**src/rtl/adma_pkg.sv**
```systemverilog
// Shared definitions for the DMA datamover AXI B-channel tracker:
// BRESP encodings, error classification and per-channel status record.
package adma_pkg;

    localparam int RESP_W = 2;

    localparam logic [RESP_W-1:0] RESP_OKAY   = 2'b00;
    localparam logic [RESP_W-1:0] RESP_EXOKAY = 2'b01;
    localparam logic [RESP_W-1:0] RESP_SLVERR = 2'b10;
    localparam logic [RESP_W-1:0] RESP_DECERR = 2'b11;

    typedef struct packed {
        logic              sticky;
        logic [RESP_W-1:0] code;
    } chn_sts_t;

    // SLVERR and DECERR are the only failing codes; EXOKAY counts as success.
    function automatic logic is_err(input logic [RESP_W-1:0] resp);
        return (resp == RESP_SLVERR) || (resp == RESP_DECERR);
    endfunction

endpackage

```
**src/rtl/adma_b_chn_ctr.sv**
```systemverilog
// Per-channel state for the B tracker: outstanding-write counter, sticky error
// flag with first error code, and (with ADMA_B_TIMEOUT_EN) a response timeout.
module adma_b_chn_ctr
    import adma_pkg::*;
#(
    parameter int CHN_OSTD   = 4,
    parameter int OSTD_CNT_W = 3,
    parameter int TMO_W      = 16
) (
    input  logic                  clk,
    input  logic                  rst,
    input  logic                  push,
    input  logic                  pop,
    input  logic [RESP_W-1:0]     resp,
    input  logic                  err_clr,
`ifdef ADMA_B_TIMEOUT_EN
    input  logic [TMO_W-1:0]      tmo_lim,
    output logic                  tmo,
`endif
    output logic [OSTD_CNT_W-1:0] cnt,
    output logic                  sticky,
    output logic [RESP_W-1:0]     code
);

    chn_sts_t sts;
    logic     err;

    assign err    = pop && is_err(resp);
    assign sticky = sts.sticky;
    assign code   = sts.code;

    // Simultaneous push and pop cancel; both directions saturate.
    always_ff @(posedge clk) begin
        if (rst) begin
            cnt <= '0;
        end else if (push && !pop && cnt < OSTD_CNT_W'(CHN_OSTD)) begin
            cnt <= cnt + 1'b1;
        end else if (pop && !push && cnt != '0) begin
            cnt <= cnt - 1'b1;
        end
    end

    // A new error beats a same-cycle clear, and then takes the new code.
    always_ff @(posedge clk) begin
        if (rst) begin
            sts <= '0;
        end else if (err) begin
            sts.sticky <= 1'b1;
            if (!sts.sticky || err_clr) sts.code <= resp;
        end else if (err_clr) begin
            sts <= '0;
        end
    end

`ifdef ADMA_B_TIMEOUT_EN
    logic [TMO_W-1:0] tmo_cnt;
    logic             tmo_hit;

    assign tmo_hit = (tmo_lim != '0) && (tmo_cnt >= tmo_lim);

    always_ff @(posedge clk) begin
        if (rst) begin
            tmo_cnt <= '0;
            tmo     <= 1'b0;
        end else begin
            if (cnt == '0 || pop)            tmo_cnt <= '0;
            else if (!tmo_hit && tmo_cnt != '1) tmo_cnt <= tmo_cnt + 1'b1;

            if (err_clr)                                 tmo <= 1'b0;
            else if (cnt != '0 && !pop && tmo_hit)       tmo <= 1'b1;
        end
    end
`endif

endmodule

```
**src/rtl/adma_dm_axi_b_trk.sv**
```systemverilog
// AXI B-channel tracker: matches each BID to a DMA channel's AWID, keeps
// per-channel outstanding/error state. Optional timeout via ADMA_B_TIMEOUT_EN.
module adma_dm_axi_b_trk
    import adma_pkg::*;
#(
    parameter int DMA_CHN_NUM   = 4,
    parameter int MST_ID_W      = 5,
    parameter int ATX_RESP_W    = 2,
    parameter int CHN_OSTD      = 4,
    parameter int TMO_W         = 16,
    parameter int DMA_CHN_NUM_W = (DMA_CHN_NUM > 1) ? $clog2(DMA_CHN_NUM) : 1,
    parameter int OSTD_CNT_W    = $clog2(CHN_OSTD + 1)
) (
    input  logic                              clk,
    input  logic                              rst,
    input  logic [DMA_CHN_NUM_W-1:0]          atx_chn_id,
    input  logic                              atx_vld,
    output logic                              atx_rdy,
    input  logic [DMA_CHN_NUM*MST_ID_W-1:0]   atx_id,
    input  logic [MST_ID_W-1:0]               m_bid_i,
    input  logic [ATX_RESP_W-1:0]             m_bresp_i,
    input  logic                              m_bvalid_i,
    output logic                              m_bready_o,
    output logic [DMA_CHN_NUM-1:0]            atx_done,
    output logic [DMA_CHN_NUM-1:0]            atx_dst_err,
    output logic [DMA_CHN_NUM*OSTD_CNT_W-1:0] chn_ostd_cnt,
    output logic [DMA_CHN_NUM-1:0]            chn_idle,
    output logic [DMA_CHN_NUM-1:0]            chn_err_sticky,
    output logic [DMA_CHN_NUM*ATX_RESP_W-1:0] chn_err_code,
    input  logic [DMA_CHN_NUM-1:0]            err_clr,
`ifdef ADMA_B_TIMEOUT_EN
    input  logic [TMO_W-1:0]                  tmo_lim,
    output logic [DMA_CHN_NUM-1:0]            chn_tmo,
`endif
    output logic                              unexp_b
);

    logic                                     stg_vld;
    logic [MST_ID_W-1:0]                      stg_bid;
    logic [ATX_RESP_W-1:0]                    stg_resp;
    logic [DMA_CHN_NUM-1:0][OSTD_CNT_W-1:0]   cnt;
    logic [DMA_CHN_NUM-1:0]                   push;
    logic [DMA_CHN_NUM-1:0]                   pop;
    logic                                     hit;

    // BREADY comes up the cycle after reset releases and never drops.
    always_ff @(posedge clk) begin
        if (rst) begin
            m_bready_o <= 1'b0;
            stg_vld    <= 1'b0;
            stg_bid    <= '0;
            stg_resp   <= '0;
        end else begin
            m_bready_o <= 1'b1;
            stg_vld    <= m_bvalid_i && m_bready_o;
            if (m_bvalid_i && m_bready_o) begin
                stg_bid  <= m_bid_i;
                stg_resp <= m_bresp_i;
            end
        end
    end

    // Lowest-index channel with a matching AWID and work outstanding wins.
    always_comb begin
        hit = 1'b0;
        pop = '0;
        for (int k = 0; k < DMA_CHN_NUM; k++) begin
            if (stg_vld && !hit && cnt[k] != '0 &&
                atx_id[k*MST_ID_W +: MST_ID_W] == stg_bid) begin
                hit    = 1'b1;
                pop[k] = 1'b1;
            end
        end
    end

    // Out-of-range channel ids match no slot, so atx_rdy stays low for them.
    always_comb begin
        atx_rdy = 1'b0;
        push    = '0;
        for (int k = 0; k < DMA_CHN_NUM; k++) begin
            if (atx_chn_id == DMA_CHN_NUM_W'(k)) atx_rdy = cnt[k] < OSTD_CNT_W'(CHN_OSTD);
        end
        for (int k = 0; k < DMA_CHN_NUM; k++) begin
            push[k] = atx_vld && atx_rdy && (atx_chn_id == DMA_CHN_NUM_W'(k));
        end
    end

    assign unexp_b      = stg_vld && !hit;
    assign atx_done     = pop;
    assign atx_dst_err  = pop & {DMA_CHN_NUM{is_err(stg_resp)}};
    assign chn_ostd_cnt = cnt;

    for (genvar k = 0; k < DMA_CHN_NUM; k++) begin : g_chn
        adma_b_chn_ctr #(
            .CHN_OSTD   (CHN_OSTD),
            .OSTD_CNT_W (OSTD_CNT_W),
            .TMO_W      (TMO_W)
        ) u_ctr (
            .clk     (clk),
            .rst     (rst),
            .push    (push[k]),
            .pop     (pop[k]),
            .resp    (stg_resp),
            .err_clr (err_clr[k]),
`ifdef ADMA_B_TIMEOUT_EN
            .tmo_lim (tmo_lim),
            .tmo     (chn_tmo[k]),
`endif
            .cnt     (cnt[k]),
            .sticky  (chn_err_sticky[k]),
            .code    (chn_err_code[k*ATX_RESP_W +: ATX_RESP_W])
        );
        assign chn_idle[k] = (cnt[k] == '0);
    end

endmodule

```
**config.mk**
```make
export PLATFORM = sky130hd
export DESIGN_NAME = adma_dm_axi_b_trk
export DESIGN_NICKNAME = d
export VERILOG_FILES = /design/src/rtl/adma_pkg.sv /design/src/rtl/adma_b_chn_ctr.sv /design/src/rtl/adma_dm_axi_b_trk.sv
export SDC_FILE = /design/constraint.sdc
export NUM_CORES = 1
export LEC_CHECK = 0
export BUFFER_PORTS_ARGS = -buffer_cell sky130_fd_sc_hd__buf_4
export CAP_MARGIN = 20
export CORE_ASPECT_RATIO = 0.5
export CORE_UTILIZATION = 50
export DETAILED_ROUTE_END_ITERATION = 8
export HOLD_SLACK_MARGIN = 0.03
export PLACE_DENSITY = 0.8
export RECOVER_POWER = 50
export SLEW_MARGIN = 5
export SYNTH_ARGS = -nofsm -noshare
export SYNTH_HDL_FRONTEND = slang
export SYNTH_HIERARCHICAL = 1
export SYNTH_SLANG_ARGS = --single-unit
```
**constraint.sdc**
```tcl
create_clock -name clk -period 6.8 [get_ports clk]
set_clock_uncertainty 0.2 [all_clocks]
set_input_delay 1.36 -clock clk [delete_from_list [all_inputs] [get_ports clk]]
set_output_delay 1.36 -clock clk [all_outputs]
set_load 0.1 [all_outputs]
```
# == Word level (Yosys, flattened, before mapping) ==
# Cells that the tools add are included.
# W data, S select, Z words.
# totals
ff_bits,33
output_inout_bits,39
word_cells,153
# classes
add_sub_neg,8
n_lt_le_gt_ge,4
n_eq_ne,13
muxes,32
bitwise_logic,1
n_reduce_logical,79
# ops
cell,count
$mux W3,16
$logic_and A1 B1 Y1,38
$eq A5 B5 Y1,4
$reduce_bool A2 Y1,8
$logic_not A1 Y1,15
$add A3 B1 Y3 const B,4
$logic_not A3 Y1,4
$lt A3 B3 Y1 const B,4
$mux W1,12
$reduce_bool A3 Y1,4
$sub A3 B1 Y3 const B,4
$eq A2 B2 Y1 const B,4
$mux W2,4
$ne A2 B2 Y1 const B,4
$reduce_and A2 Y1,4
$logic_or A1 B1 Y1,5
$and A4 B4 Y4,1
$eq A2 B1 Y1 const B,1
$logic_not A2 Y1,1

# == Depth between registers and ports, before layout ==
# Gate-level depths: netlist of the first run.
# logic_depth
depth_word,23
ltp_mapped,11
ltp_nobuf,10

# == Hierarchy ==
# The synthesis of the first run kept the hierarchy.
# by_module_without_submodules
mod,instances,cells_each,area_each_um2,seq_area_each_um2
adma_b_chn_ctr,4,35,319.1,120.1
adma_dm_axi_b_trk,1,94,829.5,180.2

# == Worst setup path after synthesis of the first run ==
# Ideal clock, no wire load.
# synth_path
path_type,register to output
startpoint,register g_chn[0].u_ctr.cnt[0]
endpoint,output atx_done[3]
arrival_time_ps,6786
required_ps,5240
slack_ps,-1546
path_stages_with_launch,5
n_path_buf,0
cell_sequence,dfxtp_1 -> nor3_1 -> nand2b_1 -> o21ai_2 -> nor4_1
# synth_via
elab_chain_len,19
# synth_lines
item,line,rtl
"start, declared",adma_b_chn_ctr.sv:20,"output logic [OSTD_CNT_W-1:0] cnt,"
"start signal, assigned",adma_b_chn_ctr.sv:37,cnt <= cnt + 1'b1;
"start signal, assigned",adma_b_chn_ctr.sv:39,cnt <= cnt - 1'b1;
$reduce_bool A3 Y1 *,adma_dm_axi_b_trk.sv:68,if (stg_vld && !hit && cnt[k] != '0 &&
$logic_and A1 B1 Y1 * (2 in a row),adma_dm_axi_b_trk.sv:68,
$mux W1 *,adma_dm_axi_b_trk.sv:68,
$logic_not A1 Y1,adma_dm_axi_b_trk.sv:68,
$logic_and A1 B1 Y1 (3 in a row),adma_dm_axi_b_trk.sv:68,
$mux W1 *,adma_dm_axi_b_trk.sv:68,
$logic_not A1 Y1,adma_dm_axi_b_trk.sv:68,
$logic_and A1 B1 Y1 (3 in a row),adma_dm_axi_b_trk.sv:68,
$mux W1 *,adma_dm_axi_b_trk.sv:68,
$logic_not A1 Y1 *,adma_dm_axi_b_trk.sv:68,
$logic_and A1 B1 Y1 * (3 in a row),adma_dm_axi_b_trk.sv:68,
$mux W1 *,adma_dm_axi_b_trk.sv:68,
"end, declared",adma_dm_axi_b_trk.sv:24,"output logic [DMA_CHN_NUM-1:0] atx_done,"
# Every way passes the cells marked *; elsewhere a longest branch is shown, timed or not.

# == Worst setup path in the final report of the first run ==
# layout_path
startpoint,input atx_id[18]
endpoint,output atx_done[3]
# layout_via
elab_chain_len,3
# layout_lines
item,line,rtl
"start, declared",adma_dm_axi_b_trk.sv:19,"input logic [DMA_CHN_NUM*MST_ID_W-1:0] atx_id,"
$eq A5 B5 Y1,adma_dm_axi_b_trk.sv:69,atx_id[k*MST_ID_W +: MST_ID_W] == stg_bid) begin
$logic_and A1 B1 Y1,adma_dm_axi_b_trk.sv:68,
$mux W1,adma_dm_axi_b_trk.sv:68,
# Every way passes these cells.

==> results of run 1 <==
## cell families (layout without fill, tap and decap cells)
group | count (synthesis) | after routing | synth area share
xor+xnor | 20 | 20 | 0.09031
simple gates | 105 | 105 | 0.3452
buf+inv | 19 | 93 | 0.04575
flops | 33 | 33 | 0.3137
compound gates | 52 | 52 | 0.1563
mux | 1 | 1 | 0.01069
fa+ha+maj | 4 | 4 | 0.03803
## worst max-delay path, delay by kind of cell
family                 cells  cell delay, ns
AND/OR/NAND/NOR            3            1.01
buffers and inverters      2            0.52
XOR/XNOR                   1            0.15
## metrics by stage
step           power (uW)  setup TNS (ns)  std cells  utilization
2_1_floorplan       329.6         -0.1766        234            -
3_3_place_gp        368.7               0        355       0.6796
3_5_place_dp        371.9               0        355       0.6796
4_1_cts             522.3               0        362       0.7014
5_1_grt             538.6               0        362       0.6777
6_report            516.4               0        362       0.6777
## cell type report
cell class,count,area share
Tap cell,54,0.02515
Sequential cell,33,0.2459
Inverter,11,0.01537
Multi-Input combinational cell,182,0.5068
Timing Repair Buffer,75,0.1747
Clock buffer,7,0.03214
## worst max path at each step
| stage | slack, ns | endpoint | startpoint | cells past startpoint |
|---|---|---|---|---|
| 2_1_floorplan | -0.18 | atx_done[3] | g_chn[0].u_ctr/cnt[0]$_SDFFE_PP0P_ | 4 |
| 3_3_place_gp | 2.24 | atx_done[3] | atx_id[18] | 6 |
| 3_5_place_dp | 2.18 | atx_done[3] | atx_id[18] | 6 |
| 4_1_cts | 2.16 | atx_done[3] | atx_id[18] | 6 |
| 5_1_grt | 2.08 | atx_done[3] | atx_id[18] | 6 |
| 6_report | 2.19 | atx_done[3] | atx_id[18] | 6 |
## flip-flops by register name (all words and copies together) (netlist names)
register and count:
g_chn.u_ctr/cnt 12, stg_resp 2, m_bready_o 1, stg_bid 5
g_chn.u_ctr/code 8, g_chn.u_ctr/sticky 4, stg_vld 1
## per-layer routing
metal | GRT usage | vias up
met1 | 0.2858 | 968
li1 | - | 985
met4 | 0.04615 | 0
met3 | 0.05238 | 0
met2 | 0.4117 | 36
met5 | 0 | -
## cells in the final DEF, fill, tap and decap left out, drive strengths merged, types with 8 or more instances in the layout
| cell type | count |
|---|---|
| a21oi | 19 |
| and2b | 8 |
| buf | 50 |
| clkbuf | 32 |
| dfxtp | 33 |
| inv | 11 |
| nand2 | 17 |
| nand2b | 9 |
| nand3 | 9 |
| nor3 | 11 |
| o21ai | 13 |
| xnor2 | 13 |
## where the power goes
group	internal [uW]	total [uW]	switching [uW]
combinational	48.4	149	101
clock	80.4	153	72.3
sequential	200	215	14.7
==> flow_summary.toml, run 1 <==
[global_route]
grt_max_degree = 38
grt_first_pass_wirelength_um = 7603
gr-usage-all-layers = 0.2262
antenna_found_initial = 0
overflow = 0
grt_pass1_vias = 1679

[setup_path]
reg2reg_slack_ns = 3.64
critical_path.max_stage_delay_ns = 0.55
cp.arrival_ns = 3.05
slowest_stage = "nor4_2"
path_class = "in2out"
startpoint_type = "input pin"
cp.required_ns = 5.24
path_common_cell = "buf_4"
end_kind = "output pin"
cp_max_fo = 8
rr_startpoint = "g_chn[0].u_ctr/cnt[2]$_SDFFE_PP0P_"
reg2reg_to = "g_chn[1].u_ctr/cnt[2]$_SDFFE_PP0P_"
r2r_cells = 10
crit_path_cell_trace = "buf_4 > xor2_1 > nor4_4 > nand3_1 > nor4_2 > buf_4"

[layout]
drive_gt1_frac = 0.2630
diodes = 0
num-nets-final = 349
syn_to_final_growth_pct = 27.57
ff_latch_area_um2 = 660.6
nFillCells = 349
multi_input_area_um2 = 1361
fin_area_um2 = 2686

[synth]
synthFlopType = "dfxtp_1"
synth.largest_area_cell = "dfxtp_1"
syn_inst = 234
ys_ff_latch = 33
netlist_top_cells_count = "dfxtp_1 (33), a21oi_1 (19), nand2_1 (17)"
synthArstFlopShare = 0
yosysMostFrequentCell = "dfxtp_1"
synth.area.top_cells = "dfxtp_1 (31%), xnor2_1 (5.4%), a21oi_1 (4.5%)"
synth_area_um2 = 2106
synth_edf_count = 0
syn_area_per_cell_um2 = 8.999
yosys_warnings = 6
synth.distinct_cells = 45
synth_seq_area_share = 0.3137
synth_top_area_share = 0.3137
synthesis.nets = 275

[clocking]
post_cts_buffers = 0
clk_pin_slew_ns = 0.07
clock_tree.buffer_depth = 2
cts_sinks = 33
holdBufCountCts = 0
clk_latency_ns = 0.29
ctsResizeCount = 0
numCtsBuffers = 5
cts_tree = "done"
root_buffer = "clkbuf_8"
h-tree-depth = 2

[placed_design]
place_congestion = 0.8596
dp.final_hpwl_um = 3827
place_ws_ns = 2.185
dpl_cell_area_um2 = 2694
portBuffers = 75

[route]
drc = 0
avgRoutedWirePerCell_um = 14.01
top_layer = "met3"
drt-initial-drc-count = 83
ant_nets = 0
wl_met2_um = 2603
vias_per_cell = 5.494
m1WireLength_um = 2281
dr_wl_met3_um = 185
vias = 1989
wl_um = 5070
first_pass_iters = 4

[outcome]
status = "finished, violations left"
violations = "max-capacitance violations, max-slew violations"

[power_and_ir_drop]
p_leak_uw = 0.001029
power_density_nw_per_um2 = 192.2
peakVddDrop_v = 0.0001087

[timing]
fin_hold_ws_ns = 0.2992
setup_viol = 0
rsz0062_at_grt = "no"
period_share = 0.6784
hold_violations = 0
fin_ws_ns = 2.187
fin_crit_ns = 4.613
maxSlewHeadroom = -0.002398
max_freq_ghz = 0.2168
worst_pin_slew_ns = 1.504
slew_viol_final = 37

[floorplanning]
dieArea_um2 = 4491
ios = 76
initial_core_util = 0.5313
die_x_um = 93.78
die_h_um = 47.89
fp.coreArea_um2 = 3964
num_rows = 16

[hold_path]
hold_start = "g_chn[3].u_ctr/code[1]$_SDFFE_PP0P_"
hold_class = "reg2reg"
hold_path_end = "g_chn[3].u_ctr/code[1]$_SDFFE_PP0P_"
worstHoldPathCells = 2

[flow_run]
drv_cap = 1
Note: power is estimated with default switching activity, not from simulation.
==> run 2: changes to the inputs <==
--- a/config.mk
+++ b/config.mk
@@ -8,10 +8,10 @@
 export BUFFER_PORTS_ARGS = -buffer_cell sky130_fd_sc_hd__buf_4
 export CAP_MARGIN = 20
 export CORE_ASPECT_RATIO = 0.5
-export CORE_UTILIZATION = 50
+export CORE_UTILIZATION = 45
 export DETAILED_ROUTE_END_ITERATION = 8
 export HOLD_SLACK_MARGIN = 0.03
-export PLACE_DENSITY = 0.8
+export PLACE_DENSITY = 0.76
 export RECOVER_POWER = 50
 export SLEW_MARGIN = 5
 export SYNTH_ARGS = -nofsm -noshare
==> constraint.sdc (replaced) <==
create_clock -name clk -period 4 [get_ports clk]
set_clock_uncertainty 0.2 [all_clocks]
set_input_delay 0.8 -clock clk [delete_from_list [all_inputs] [get_ports clk]]
set_output_delay 0.8 -clock clk [all_outputs]
set_load 0.1 [all_outputs]
==> run 2 against run 1 <==
The flow still finishes with violations (max-capacitance violations, max-slew violations). Critical endpoint unchanged. Clock-buffer cell count increased by 1. Worst hold slack got worse by 0.0097 ns. Sequential cell count unchanged. Power increased by 81%. Routed wire length increased by 1.9%. Largest power group unchanged. Via count decreased by 0.45%. Sequential share of layout area decreased by 0.34 points. Non-clock buffer count unchanged.
==> flow_summary.toml, run 2 (synthesis gave the netlist of run 1 again) <==
[outcome]
status = "finished, violations left"
violations = "max-capacitance violations, max-slew violations"

[floorplanning]
num_rows = 17
dieArea_um2 = 4974
initial_core_util = 0.4737
die_x_um = 98.74
ios = 76
fp.coreArea_um2 = 4446
die_h_um = 50.37

[layout]
layout.cells.non_filler = 366
final_util = 0.6335
syn_to_final_growth_pct = 33.75
drive_gt1_frac = 0.3107
nFillCells = 389
layout_commonest_cell = "buf_4"
top_regs = "g_chn.u_ctr/cnt x12, g_chn.u_ctr/code x8, stg_bid x5"
largest_reg_flops = 12
largest_register = "g_chn.u_ctr/cnt"
diodes = 0
num-nets-final = 349
layout_common_cells = "buf_4 (49), clkbuf_1 (27), dfxtp_1 (21)"

[clocking]
holdBufCountCts = 0
h-tree-depth = 2
post_cts_buffers = 0
clk_latency_ns = 0.29
clock_tree.buffer_depth = 2
numCtsBuffers = 5
root_buffer = "clkbuf_8"
cts_sinks = 33
cts_tree = "done"
ctsResizeCount = 0
clk_pin_slew_ns = 0.07

[placed_design]
dp.final_hpwl_um = 3908
portBuffers = 75
place_inst = 358
place_congestion = 0.7399
place_ws_ns = 0.4602

[route]
wl_um = 5167
drc = 0
drt-initial-drc-count = 52
wl_met2_um = 2552
avgRoutedWirePerCell_um = 14.12
dr_wl_met3_um = 197
vias = 1980
top_layer = "met4"
vias_per_cell = 5.410
ant_nets = 0
first_pass_iters = 4
m1WireLength_um = 2365

[setup_path]
cp_max_fo = 8
end_kind = "output pin"
path_class = "in2out"
reg2reg_slack_ns = 0.81
slowest_stage = "nor4_4"
critical_path.max_stage_delay_ns = 0.50
crit_path_cell_trace = "buf_4 > xor2_1 > nor4_4 > nand3_1 > nor4_4 > buf_4"
cp.arrival_ns = 2.45
startpoint_type = "input pin"
cp.required_ns = 3.00

[timing]
fin_crit_ns = 3.450
max_freq_ghz = 0.2899
worst_pin_slew_ns = 1.514
hold_violations = 0
setup_viol = 0
fin_ws_ns = 0.5504
period_share = 0.8624
maxSlewHeadroom = -0.009541
slew_viol_final = 38
rsz0062_at_grt = "no"

[power_and_ir_drop]
peakVddDrop_v = 0.0001567
power_density_nw_per_um2 = 331.5
p_leak_uw = 0.001072

[flow_run]
drv_cap = 1

[global_route]
grt_max_degree = 38
overflow = 0
antenna_found_initial = 0
grt_pass1_vias = 1874
gr-usage-all-layers = 0.2246
grt_first_pass_wirelength_um = 8631

[hold_path]
hold_class = "reg2reg"
-- run 2: layer usage --
layer | up-vias | GRT usage
met2 | 50 | 0.3893
met4 | 0 | 0.07960
met3 | 5 | 0.04457
met1 | 937 | 0.2821
met5 | - | 0
li1 | 988 | -
-- run 2: final timing paths --
path / startpoint / end / depth (start not counted)
min: g_chn[2].u_ctr/code[1]$_SDFFE_PP0P_ / g_chn[2].u_ctr/code[1]$_SDFFE_PP0P_ / 2
min reg2reg: g_chn[2].u_ctr/code[1]$_SDFFE_PP0P_ / g_chn[2].u_ctr/code[1]$_SDFFE_PP0P_ / 2
max reg2reg: stg_bid[0]$_SDFFE_PP0P_ / g_chn[1].u_ctr/cnt[2]$_SDFFE_PP0P_ / 10
max: atx_id[18] / atx_done[3] / 6
-- run 2: cell type report --
| class | instances | area, um2 | share of cell area |
|---|---|---|---|
| Multi-Input combinational cell | 182 | 1444 | 0.5127 |
| Sequential cell | 33 | 683.2 | 0.2426 |
| Timing Repair Buffer | 75 | 465.4 | 0.1653 |
| Clock buffer | 8 | 111.4 | 0.03954 |
| Tap cell | 57 | 71.32 | 0.02532 |
| Inverter | 11 | 41.29 | 0.01466 |
-- run 2: through the flow --
step / hold slack [ns] / setup TNS, ns / cell area (um2) / power [uW]
2_1_floorplan: 0.2756 / -0.2219 / 2223 / 570.4
3_3_place_gp: 0.2724 / 0 / 2803 / 638.0
3_5_place_dp: 0.2801 / 0 / 2803 / 643.0
4_1_cts: 0.2974 / 0 / 2914 / 951.4
5_1_grt: 0.3536 / 0 / 2816 / 975.6
6_report: 0.2895 / 0 / 2816 / 933.7
-- run 2: where the power goes --
group / total, uW / leakage (uW) / switching [uW] / internal, uW
registers: 368 / 0.000275 / 27.4 / 340
logic: 261 / 0.000741 / 174 / 86.6
clock network: 305 / 0.0000566 / 127 / 178
-- run 2: worst max-delay path: cells and delay by family --
| kind | cells | cell delay (ns) |
|---|---|---|
| and+or+nand+nor | 3 | 1.01 |
| buffers and inverters | 2 | 0.49 |
| xor gates and xnor gates | 1 | 0.16 |
==> run 3: changes to the inputs <==
--- a/config.mk
+++ b/config.mk
@@ -5,10 +5,11 @@
 export SDC_FILE = /design/constraint.sdc
 export NUM_CORES = 1
 export LEC_CHECK = 0
+export ABC_AREA = 1
 export BUFFER_PORTS_ARGS = -buffer_cell sky130_fd_sc_hd__buf_4
 export CAP_MARGIN = 20
 export CORE_ASPECT_RATIO = 0.5
-export CORE_UTILIZATION = 45
+export CORE_UTILIZATION = 44
 export DETAILED_ROUTE_END_ITERATION = 8
 export HOLD_SLACK_MARGIN = 0.03
 export PLACE_DENSITY = 0.76
==> run 3 against run 2 <==
The run ends with design-rule violations left. Largest cell class unchanged. Via count rose by 10%. Fmax rose by 5.6%. Largest power group unchanged. Final cell count rose by 19%. Synthesized cell count rose by 29%. Worst hold slack improved by 0.0034 ns. Final area fell by 4.6%. First-iteration DRC count rose by 65%. Die area fell by 2.2%. Critical endpoint is now atx_done[2]. Utilization rose by 1.5 points. Sequential share of layout area rose by 0.33 points.
==> flow_summary.toml, run 3 <==
[route]
wl_um = 5263
dr_wl_met3_um = 242
avgRoutedWirePerCell_um = 12.04
first_pass_iters = 7
ant_nets = 0
top_layer = "met4"
vias_per_cell = 4.984
m1WireLength_um = 2333
vias = 2178
wl_met2_um = 2594
drc = 6
drt-initial-drc-count = 86

[synth]
ys_ff_latch = 33
netlist_top_cells_count = "nand2_1 (82), a21oi_1 (36), dfxtp_1 (33)"
synthesis.nets = 344
synthFlopType = "dfxtp_1"
synth.largest_area_cell = "dfxtp_1"
synth_edf_count = 0
syn_area_per_cell_um2 = 6.644
synth_seq_area_share = 0.3282
yosys_warnings = 6
syn_inst = 303
synth.area.top_cells = "dfxtp_1 (33%), nand2_1 (15%), a21oi_1 (8.9%)"
yosysMostFrequentCell = "nand2_1"
synth.distinct_cells = 26
synth_top_area_share = 0.3282
synthArstFlopShare = 0
synth_area_um2 = 2013

[setup_path]
end_kind = "output pin"
cp_max_fo = 6
cp.required_ns = 3.00
startpoint_type = "input pin"
reg2reg_slack_ns = 1.08
path_class = "in2out"
cp.arrival_ns = 2.27

[clocking]
cts_sinks = 33
numCtsBuffers = 5
h-tree-depth = 2
root_buffer = "clkbuf_8"
cts_tree = "done"
clk_latency_ns = 0.29
clock_tree.buffer_depth = 2
clk_pin_slew_ns = 0.07
ctsResizeCount = 0
holdBufCountCts = 0
post_cts_buffers = 0

[floorplanning]
dieArea_um2 = 4866
ios = 76
initial_core_util = 0.4858
die_h_um = 49.83
fp.coreArea_um2 = 4144
num_rows = 16
die_x_um = 97.66

[global_route]
antenna_found_initial = 0
overflow = 0
grt_max_degree = 27
grt_first_pass_wirelength_um = 9018
grt_pass1_vias = 2077
gr-usage-all-layers = 0.2379

[layout]
syn_to_final_growth_pct = 33.50
num-nets-final = 423
largest_register = "g_chn.u_ctr/cnt"
top_regs = "g_chn.u_ctr/cnt x12, g_chn.u_ctr/code x8, stg_bid x5"
diodes = 0
drive_gt1_frac = 0.2820
layout_commonest_cell = "nand2_1"
largest_reg_flops = 12
layout_common_cells = "nand2_1 (83), buf_4 (52), a21oi_1 (36)"

[timing]
period_share = 0.8165
max_freq_ghz = 0.3062
slew_viol_final = 0
fin_crit_ns = 3.266
tns_ns = 0
worst_pin_slew_ns = 1.214
hold_violations = 0
maxSlewHeadroom = 0.1904
setup_viol = 0
rsz0062_at_grt = "no"

[power_and_ir_drop]
peakVddDrop_v = 0.0001866
p_leak_uw = 0.001233
power_density_nw_per_um2 = 336.4
finalPower_uw = 904.1

[placed_design]
dp.final_hpwl_um = 4237
place_congestion = 0.8171
portBuffers = 75

[outcome]
violations = "design-rule violations"
status = "finished, violations left"

[hold_path]
hold_class = "reg2reg"

[flow_run]
drv_cap = 0
run 3: cell types whose count changed after synthesis, moves of 9 or more:
cell | before | now
nor2_1 | 7 | 28
nand2b_1 | 9 | 0
inv_1 | 11 | 27
a21oi_1 | 19 | 36
xnor2_1 | 13 | 3
nand2_1 | 17 | 82
inv_2 | 0 | 17
run 3: cell families after synthesis:
kind of cell	after synthesis	synth area share
simple gates	156	0.3567
compound gates	55	0.1473
buf+inv	47	0.09323
flops	33	0.3282
xor+xnor	8	0.03481
fa+ha+maj	4	0.03978
run 3: report_power, final:
| group | leakage, uW | internal [uW] | switching [uW] | total [uW] |
|---|---|---|---|---|
| sequential | 0.000269 | 341 | 22.1 | 363 |
| clock | 0.0000542 | 156 | 125 | 281 |
| combinational | 0.000910 | 77.8 | 183 | 261 |
run 3: layout make-up:
type                    count  area [um2]
clock buffers               7       96.34
inverters                  44       165.2
fillers                   408        1456
well taps                  54       67.56
multi-input cells         223        1212
clock inverters             1       5.005
flip-flops and latches     33       660.6
repair buffers             75       480.5
run 3: path summary, 6_finish.rpt:
check / from / endpoint / cells past startpoint
min reg2reg: g_chn[2].u_ctr/code[1]$_SDFFE_PP0P_ / g_chn[2].u_ctr/code[1]$_SDFFE_PP0P_ / 2
min: g_chn[2].u_ctr/code[1]$_SDFFE_PP0P_ / g_chn[2].u_ctr/code[1]$_SDFFE_PP0P_ / 2
max: atx_id[2] / atx_done[2] / 11
max reg2reg: stg_bid[2]$_SDFFE_PP0P_ / g_chn[2].u_ctr/cnt[2]$_SDFFE_PP0P_ / 17
run 3: stage by stage:
stage                       util  worst slack [ns]  cell area (um2)  instances  hold WS [ns]
after floorplan                -          0.002031             2073        303        0.2751
after CTS                 0.6715            0.9726             2783        437        0.2987
after global placement    0.6470            0.9838             2681        429        0.2745
after detailed placement  0.6470            0.9480             2681        429        0.2812
after global routing      0.6486            0.6306             2688        437        0.3212
final                     0.6486            0.7340             2688        437        0.2928
run 3: per-layer routing:
layer | vias to the layer above | global-route usage
met4 | 0 | 0.09343
met2 | 59 | 0.4208
met3 | 11 | 0.04823
met5 | - | 0
met1 | 984 | 0.2886
li1 | 1124 | -
run 3: worst max-delay path, cell delays in order:
cell and delay (ns):
clkbuf_4 0.11, inv_1 0.03, nand2_1 0.04, nand2_1 0.05
nor2_1 0.14, nand2_2 0.09, nor2_1 0.47, nor2_4 0.07
nand2_1 0.15, nor2_2 0.08, buf_4 0.23
